[src/rtl/carregador_instrucoes.sv]
// Instruction-memory loader: assembles a little-endian byte stream into 32-bit words,
// writes them to consecutive word addresses and holds the CPU while loading.
module carregador_instrucoes #(
    parameter int PALAVRAS_MAX = 32,
    parameter int LARG_ENDR    = 5
) (
    input  logic                 clk,
    input  logic                 reset,
    input  logic                 inicia,
    input  logic [5:0]           num_palavras,
    input  logic [7:0]           byte_in,
    input  logic                 byte_valid,
    output logic                 byte_ready,
    output logic                 we_instr,
    output logic [LARG_ENDR-1:0] endr_instr,
    output logic [31:0]          din_instr,
    output logic                 segura_cpu,
    output logic                 pronto,
    output logic [7:0]           checksum,
    output logic [1:0]           estado_dbg
);

    // Handshake: a byte transfers on a rising edge where byte_valid and byte_ready are both high;
    // the source must hold byte_in stable while byte_valid is high and byte_ready is low.

    typedef enum logic [1:0] {
        OCIOSO    = 2'd0,
        RECEBE    = 2'd1,
        ESCREVE   = 2'd2,
        CONCLUIDO = 2'd3
    } estado_t;

    localparam logic [5:0] MAX_PAL = 6'(PALAVRAS_MAX);

    estado_t              estado_q, estado_d;
    logic [5:0]           total_q, total_d;
    logic [5:0]           palavra_q, palavra_d;
    logic [1:0]           cnt_byte_q, cnt_byte_d;
    logic [31:0]          shift_q, shift_d;
    logic [7:0]           checksum_q, checksum_d;
    logic [LARG_ENDR-1:0] endr_q, endr_d;
    logic [31:0]          din_q, din_d;
    logic [5:0]           total_pedido;

    assign total_pedido = (num_palavras > MAX_PAL) ? MAX_PAL : num_palavras;

    always_ff @(posedge clk or posedge reset) begin
        if (reset) begin
            estado_q   <= OCIOSO;
            total_q    <= '0;
            palavra_q  <= '0;
            cnt_byte_q <= '0;
            shift_q    <= '0;
            checksum_q <= '0;
            endr_q     <= '0;
            din_q      <= '0;
        end else begin
            estado_q   <= estado_d;
            total_q    <= total_d;
            palavra_q  <= palavra_d;
            cnt_byte_q <= cnt_byte_d;
            shift_q    <= shift_d;
            checksum_q <= checksum_d;
            endr_q     <= endr_d;
            din_q      <= din_d;
        end
    end

    always_comb begin
        estado_d   = estado_q;
        total_d    = total_q;
        palavra_d  = palavra_q;
        cnt_byte_d = cnt_byte_q;
        shift_d    = shift_q;
        checksum_d = checksum_q;
        endr_d     = endr_q;
        din_d      = din_q;
        case (estado_q)
            OCIOSO, CONCLUIDO: begin
                if (inicia) begin
                    total_d    = total_pedido;
                    palavra_d  = '0;
                    cnt_byte_d = '0;
                    checksum_d = '0;
                    estado_d   = (total_pedido == 6'd0) ? CONCLUIDO : RECEBE;
                end
            end
            RECEBE: begin
                if (byte_valid) begin
                    shift_d[{cnt_byte_q, 3'b000} +: 8] = byte_in;
                    checksum_d = checksum_q + byte_in;
                    cnt_byte_d = cnt_byte_q + 2'd1;
                    if (cnt_byte_q == 2'd3) begin
                        // Capture the write address/data now so they hold after the counter advances.
                        endr_d   = palavra_q[LARG_ENDR-1:0];
                        din_d    = {byte_in, shift_q[23:0]};
                        estado_d = ESCREVE;
                    end
                end
            end
            ESCREVE: begin
                palavra_d  = palavra_q + 6'd1;
                cnt_byte_d = '0;
                estado_d   = ((palavra_q + 6'd1) == total_q) ? CONCLUIDO : RECEBE;
            end
            default: estado_d = OCIOSO;
        endcase
    end

    assign byte_ready = (estado_q == RECEBE);
    assign we_instr   = (estado_q == ESCREVE);
    assign segura_cpu = (estado_q == RECEBE) || (estado_q == ESCREVE);
    assign pronto     = (estado_q == CONCLUIDO);
    assign endr_instr = endr_q;
    assign din_instr  = din_q;
    assign checksum   = checksum_q;
    assign estado_dbg = estado_q;

endmodule
[config.mk]
export PLATFORM = sky130hd
export DESIGN_NAME = carregador_instrucoes
export DESIGN_NICKNAME = d
export VERILOG_FILES = /design/src/rtl/carregador_instrucoes.sv
export SDC_FILE = /design/constraint.sdc
export NUM_CORES = 1
export LEC_CHECK = 0
export CAP_MARGIN = 20
export CORE_ASPECT_RATIO = 1.4
export CORE_MARGIN = 2
export CORE_UTILIZATION = 35
export DETAILED_ROUTE_END_ITERATION = 8
export SLEW_MARGIN = 20
export SYNTH_ARGS = -nofsm -noshare
export SYNTH_HDL_FRONTEND = slang
export SYNTH_SLANG_ARGS = --single-unit
export TNS_END_PERCENT = 100
[constraint.sdc]
create_clock -name clk -period 4.5 [get_ports clk]
set_input_delay 0.45 -clock clk [delete_from_list [all_inputs] [get_ports clk]]
set_output_delay 0.45 -clock clk [all_outputs]
set_load 0.05 [all_outputs]
==> metrics.yaml, run 1 <==
ioPinCount: 69
cts.clk_slew.worst_paths_ps: 70
vias: 2642
die_h_um: 129.6
grt_max_degree: 59
cts_buffers: 9
syn-mean-instance-area_um2: 12.90
place_hpwl_um: 6122
p_leak_nw: 2.359
coreArea_um2: 10920
cts_tree: "built"
start_util: 0.3613
power_density_nw_per_um2: 622.1
r2r-end: "din_instr[2]"
fp.dieW_um: 93.74
max_cap_violations: 0
drtIter0Drc: 100
async_flop_share: 1.000
synth_commonest_cells: "dfrtp_1 (85), mux2_2 (38), a22o_1 (29)"
ctsHoldBuffers: 0
yosysSeqAreaShare: 0.5390
syn_to_final_growth_pct: 29.14
dpl_worst_slack_ps: 1680
htree_levels: 3
synth.most_common_cell: "dfrtp_1"
grt_use_total: 0.1540
dr.pass1.iters: 4
dpl.cell_count: 505
syn_area_um2: 3946
multi_input_area_um2: 1728
grt_overflow_total: 0
row_count: 45
die_area_um2: 12150
nets: 412
startpoint_type: "flop"
max_slew_margin: 0.3448
required_ps: 4050
min_period_ps: 2752
hold_viol: 0
routed_wl_um: 8500
cts_setup_buffers: 0
fmax_ghz: 0.3634
synth_largest_area_cell: "dfrtp_1"
antenna_found_initial: 0
detail_route.drc_violations: 0
synthCells: 306
drive_above_1_share: 0.1785
diodes: 0
final_util: 0.4666
insertion_delay_ps: 340
wl_per_cell_um: 16.28
fill_cells: 1042
synth_top_cell_area_share: 0.5390
vdd_drop_max_uv: 451.3
status: "completed"
arrival_ps: 2300
setup_viol: 0
finalNonFillerCells: 522
finalCritPeriodShare: 0.6115
cp-end-kind: "primary output"
grt_pass1_vias: 2827
fin_ws_ps: 1748
fin_worst_skew_ps: 8.746
antenna_left: 0
tightest_slew_ps: 981.6
regArea_um2: 2127
io_buffers: 68
hold_class: "in2async"
clockBufferDepth: 2
critPathKind: "reg2out"
r2r_cells: 4
syn_nets: 342
synthTopCellsByArea: "dfrtp_1 (54%), mux2_2 (11%), a22o_1 (6.4%), ha_1 (5.4%), xnor2_1 (2.2%)"
synth_edf_count: 0
finalSetupTns_ps: 0
routed_via_density: 5.061
cts_resized: 0
synth-warning-count: 0
reg2reg_from: "estado_dbg[1]"
r2r_slack_ps: 1840
slew_violations: 0
clock_sinks: 85
gp_congestion: 0.7182
rsz0062_at_grt: "false"
clock-root-buffer: "clkbuf_16"
synth.ff_latch_count: 85
yosysUniqueCellTypes: 46
grt_pass1_wl_um: 14320
ys.flop_type: "dfrtp_1"
crit_path_max_fanout: 12
logic make-up after synthesis:
group,count (synthesis),synth area share
flip-flops,85,0.5390
AO/OA/AOI/OAI,73,0.1354
AND/OR/NAND/NOR,55,0.09417
multiplexers,41,0.1160
buffers and inverters,19,0.02315
adder cells (fa/ha/maj),18,0.05897
XOR/XNOR,15,0.03329
power breakdown:
part	switching, mW	internal [mW]
sequential	0.129	0.935
combinational	0.805	0.497
clock	0.312	0.492
total	1.25	1.92
routing by layer:
layer  track usage  share of wire  vias to the layer above
met1        0.1818           0.41                     1317
met5             0              0                        -
met3       0.04244          0.043                       12
met4       0.05797          0.019                        0
li1              -              -                     1260
met2        0.2664           0.53                       53
layout by cell type (no fill, tap or decap), types with 6 or more instances in the layout:
cell and instances:
dfrtp_1 85, clkdlybuf4s50_1 68, mux2_2 38, a22o_1 29, o21ai_0 17, nand2_1 17, ha_1 17, xnor2_1 10
a21oi_1 9, clkbuf_16 9, inv_1 7, nand2b_1 6, nor2_1 6, nand3_1 6
how the worst max path moves through the flow:
stage / start / endpoint / slack, ps / cells past startpoint
6_report: estado_dbg[1] / byte_ready / 1750 / 3
5_1_grt: estado_dbg[1] / din_instr[0] / 1580 / 4
2_1_floorplan: reset / checksum[0] / 1860 / 1
3_5_place_dp: byte_valid / endr_instr[4] / 1680 / 3
4_1_cts: estado_dbg[1] / byte_ready / 1730 / 3
3_3_place_gp: byte_valid / endr_instr[1] / 1730 / 3
metrics by stage:
| step | cell area (µm²) | power, mW | hold WS, ps |
|---|---|---|---|
| 6_report | 5096 | 3.170 | 350.6 |
| 3_5_place_dp | 4751 | 2.387 | 489.8 |
| 3_3_place_gp | 4751 | 2.362 | 484.5 |
| 2_1_floorplan | 3946 | 2.019 | 468.9 |
| 4_1_cts | 5076 | 3.206 | 507.2 |
| 5_1_grt | 5096 | 3.375 | 369.8 |
flip-flops by register name, indices dropped and copies added, names as in the netlist:
| name | cells |
|---|---|
| total_q | 6 |
| cnt_byte_q | 2 |
| checksum | 8 |
| estado_dbg | 2 |
| endr_instr | 5 |
| shift_q | 24 |
| din_instr | 32 |
| palavra_q | 6 |
cell type report:
| class | instances | share of cell area |
|---|---|---|
| Sequential cell | 85 | 0.4174 |
| Multi-Input combinational cell | 202 | 0.3391 |
| Timing Repair Buffer | 70 | 0.1390 |
| Clock buffer | 10 | 0.04493 |
| Tap cell | 141 | 0.03462 |
| Clock inverter | 6 | 0.01890 |
| Inverter | 8 | 0.006138 |
critical path, cell delays in order, from the launching register on:
cell	delay, ps
dfrtp_1	420
inv_1	90
ha_1	530
clkdlybuf4s50_1	920
Power figures use the tool's default switching activity.
==> run 2: changes to the inputs <==
- clock period: 4.5 -> 2.84 ns (I/O delays scaled with it)
==> metrics.yaml, run 2 (synthesized netlist as in run 1, its figures left out) <==
status: "completed"
min_period_ps: 2648
detail_route.drc_violations: 0
largest_reg_flops: 32
whs_ps: 267.2
p_leak_nw: 2.382
start_util: 0.3613
cp-end-kind: "primary output"
grt_pass1_vias: 2853
arrival_ps: 2360
dr.pass1.iters: 4
setup_viol: 0
post_dp_cell_area_um2: 4793
syn_to_final_growth_pct: 30.09
power_density_nw_per_um2: 993.2
diodes: 0
cts_resized: 0
grt_use_total: 0.1566
cts.clk_slew.worst_paths_ps: 70
hold_class: "in2async"
crit_path_max_fanout: 12
finalSetupTns_ps: 0
gp_congestion: 0.8674
hold_viol: 0
coreArea_um2: 10920
max_slew_margin: 0.5735
fill_cells: 1011
clockBufferDepth: 2
vias: 2656
slew_violations: 0
regArea_um2: 2127
final_util: 0.4700
fmax_ghz: 0.3777
dpl.cell_count: 509
r2r_cells: 5
dpl_worst_slack_ps: 443.4
tightest_slew_ps: 635.5
insertion_delay_ps: 340
cts_tree: "built"
io_buffers: 68
p_total_mw: 5.099
ioPinCount: 69
ctsHoldBuffers: 0
vdd_drop_max_uv: 648.3
antenna_found_initial: 0
place_hpwl_um: 6241
fin_ws_ps: 192.2
cts_setup_buffers: 0
cts_buffers: 9
drive_above_1_share: 0.1823
die_h_um: 129.6
grt_max_degree: 62
finalInstanceArea_um2: 5134
path_cells: "inv_1 > ha_1 > clkdlybuf4s50_1"
required_ps: 2560
layout_commonest_cell: "dfrtp_1"
fp.dieW_um: 93.74
slowest_delay_ps: 930
nets: 415
critPathKind: "reg2out"
clock-root-buffer: "clkbuf_16"
antenna_left: 0
row_count: 45
fin_worst_skew_ps: 8.736
mostFrequentLayoutCells: "dfrtp_1 (85), clkdlybuf4s50_1 (68), mux2_2 (38)"
max_cap_violations: 0
routed_wl_um: 8668
htree_levels: 3
cp_slowest_cell: "clkdlybuf4s50_1"
grt_overflow_total: 0
grt_pass1_wl_um: 14610
multi_input_area_um2: 1728
drtIter0Drc: 78
startpoint_type: "flop"
die_area_um2: 12150
finalCritPeriodShare: 0.9323
routed_via_density: 5.059
wl_per_cell_um: 16.51
finalNonFillerCells: 525
clock_sinks: 85
rsz0062_at_grt: "false"
run 2: cell count changes in the layout (fill, tap and decap cells not counted):
cell	change
buf_4	+3
bufinv_16	+1
clkbuf_1	+1
clkinv_4	-1
clkinvlp_4	-1
inv_6	+1
inv_8	-1
run 2: cell type report:
cell class / instances / area share
Tap cell: 141 / 0.03437
Clock inverter: 5 / 0.02096
Multi-Input combinational cell: 202 / 0.3366
Sequential cell: 85 / 0.4143
Clock buffer: 11 / 0.04533
Timing Repair Buffer: 73 / 0.1423
Inverter: 8 / 0.006093
run 2: path summary, 6_finish.rpt:
| kind | from | to | slack (ps) |
|---|---|---|---|
| worst max-delay path | estado_dbg[1] | byte_ready | 190 |
| worst min-delay path | reset | endr_instr[4] | 270 |
| worst max register to register | estado_dbg[1] | shift_q[11] | 580 |
| worst min register to register | total_q[3] | total_q[3] | 500 |
| max in group asynchronous | reset | din_instr[7] | 1890 |
| min in group clk | total_q[3] | total_q[3] | 500 |
run 2: power breakdown:
group	internal [mW]	total [mW]	leakage (nW)	switching, mW
combinational	0.789	2.06	1.06	1.27
clock	0.865	1.35	0.164	0.484
sequential	1.48	1.69	1.16	0.211
run 2: per-layer routing:
| layer | share of wire | vias up | GRT usage | routed length (µm) |
|---|---|---|---|---|
| met5 | 0 | - | 0 | 0 |
| met4 | 0.015 | 0 | 0.05627 | 133 |
| met3 | 0.033 | 9 | 0.03488 | 290 |
| met2 | 0.53 | 52 | 0.2819 | 4635 |
| met1 | 0.42 | 1329 | 0.1814 | 3609 |
| li1 | - | 1266 | - | - |
run 2: critical path, delay by kind of cell, from the launching register on:
family / cells / cell delay (ps)
buffers and inverters: 2 / 1030
adders and majority gates: 1 / 560
DFF: 1 / 430
==> run 3: changes to the inputs <==
- ABC_CLOCK_PERIOD_IN_PS: default -> 2840
==> results of run 3 <==
The final DEF is identical to that of run 2; final timing and power are the same.
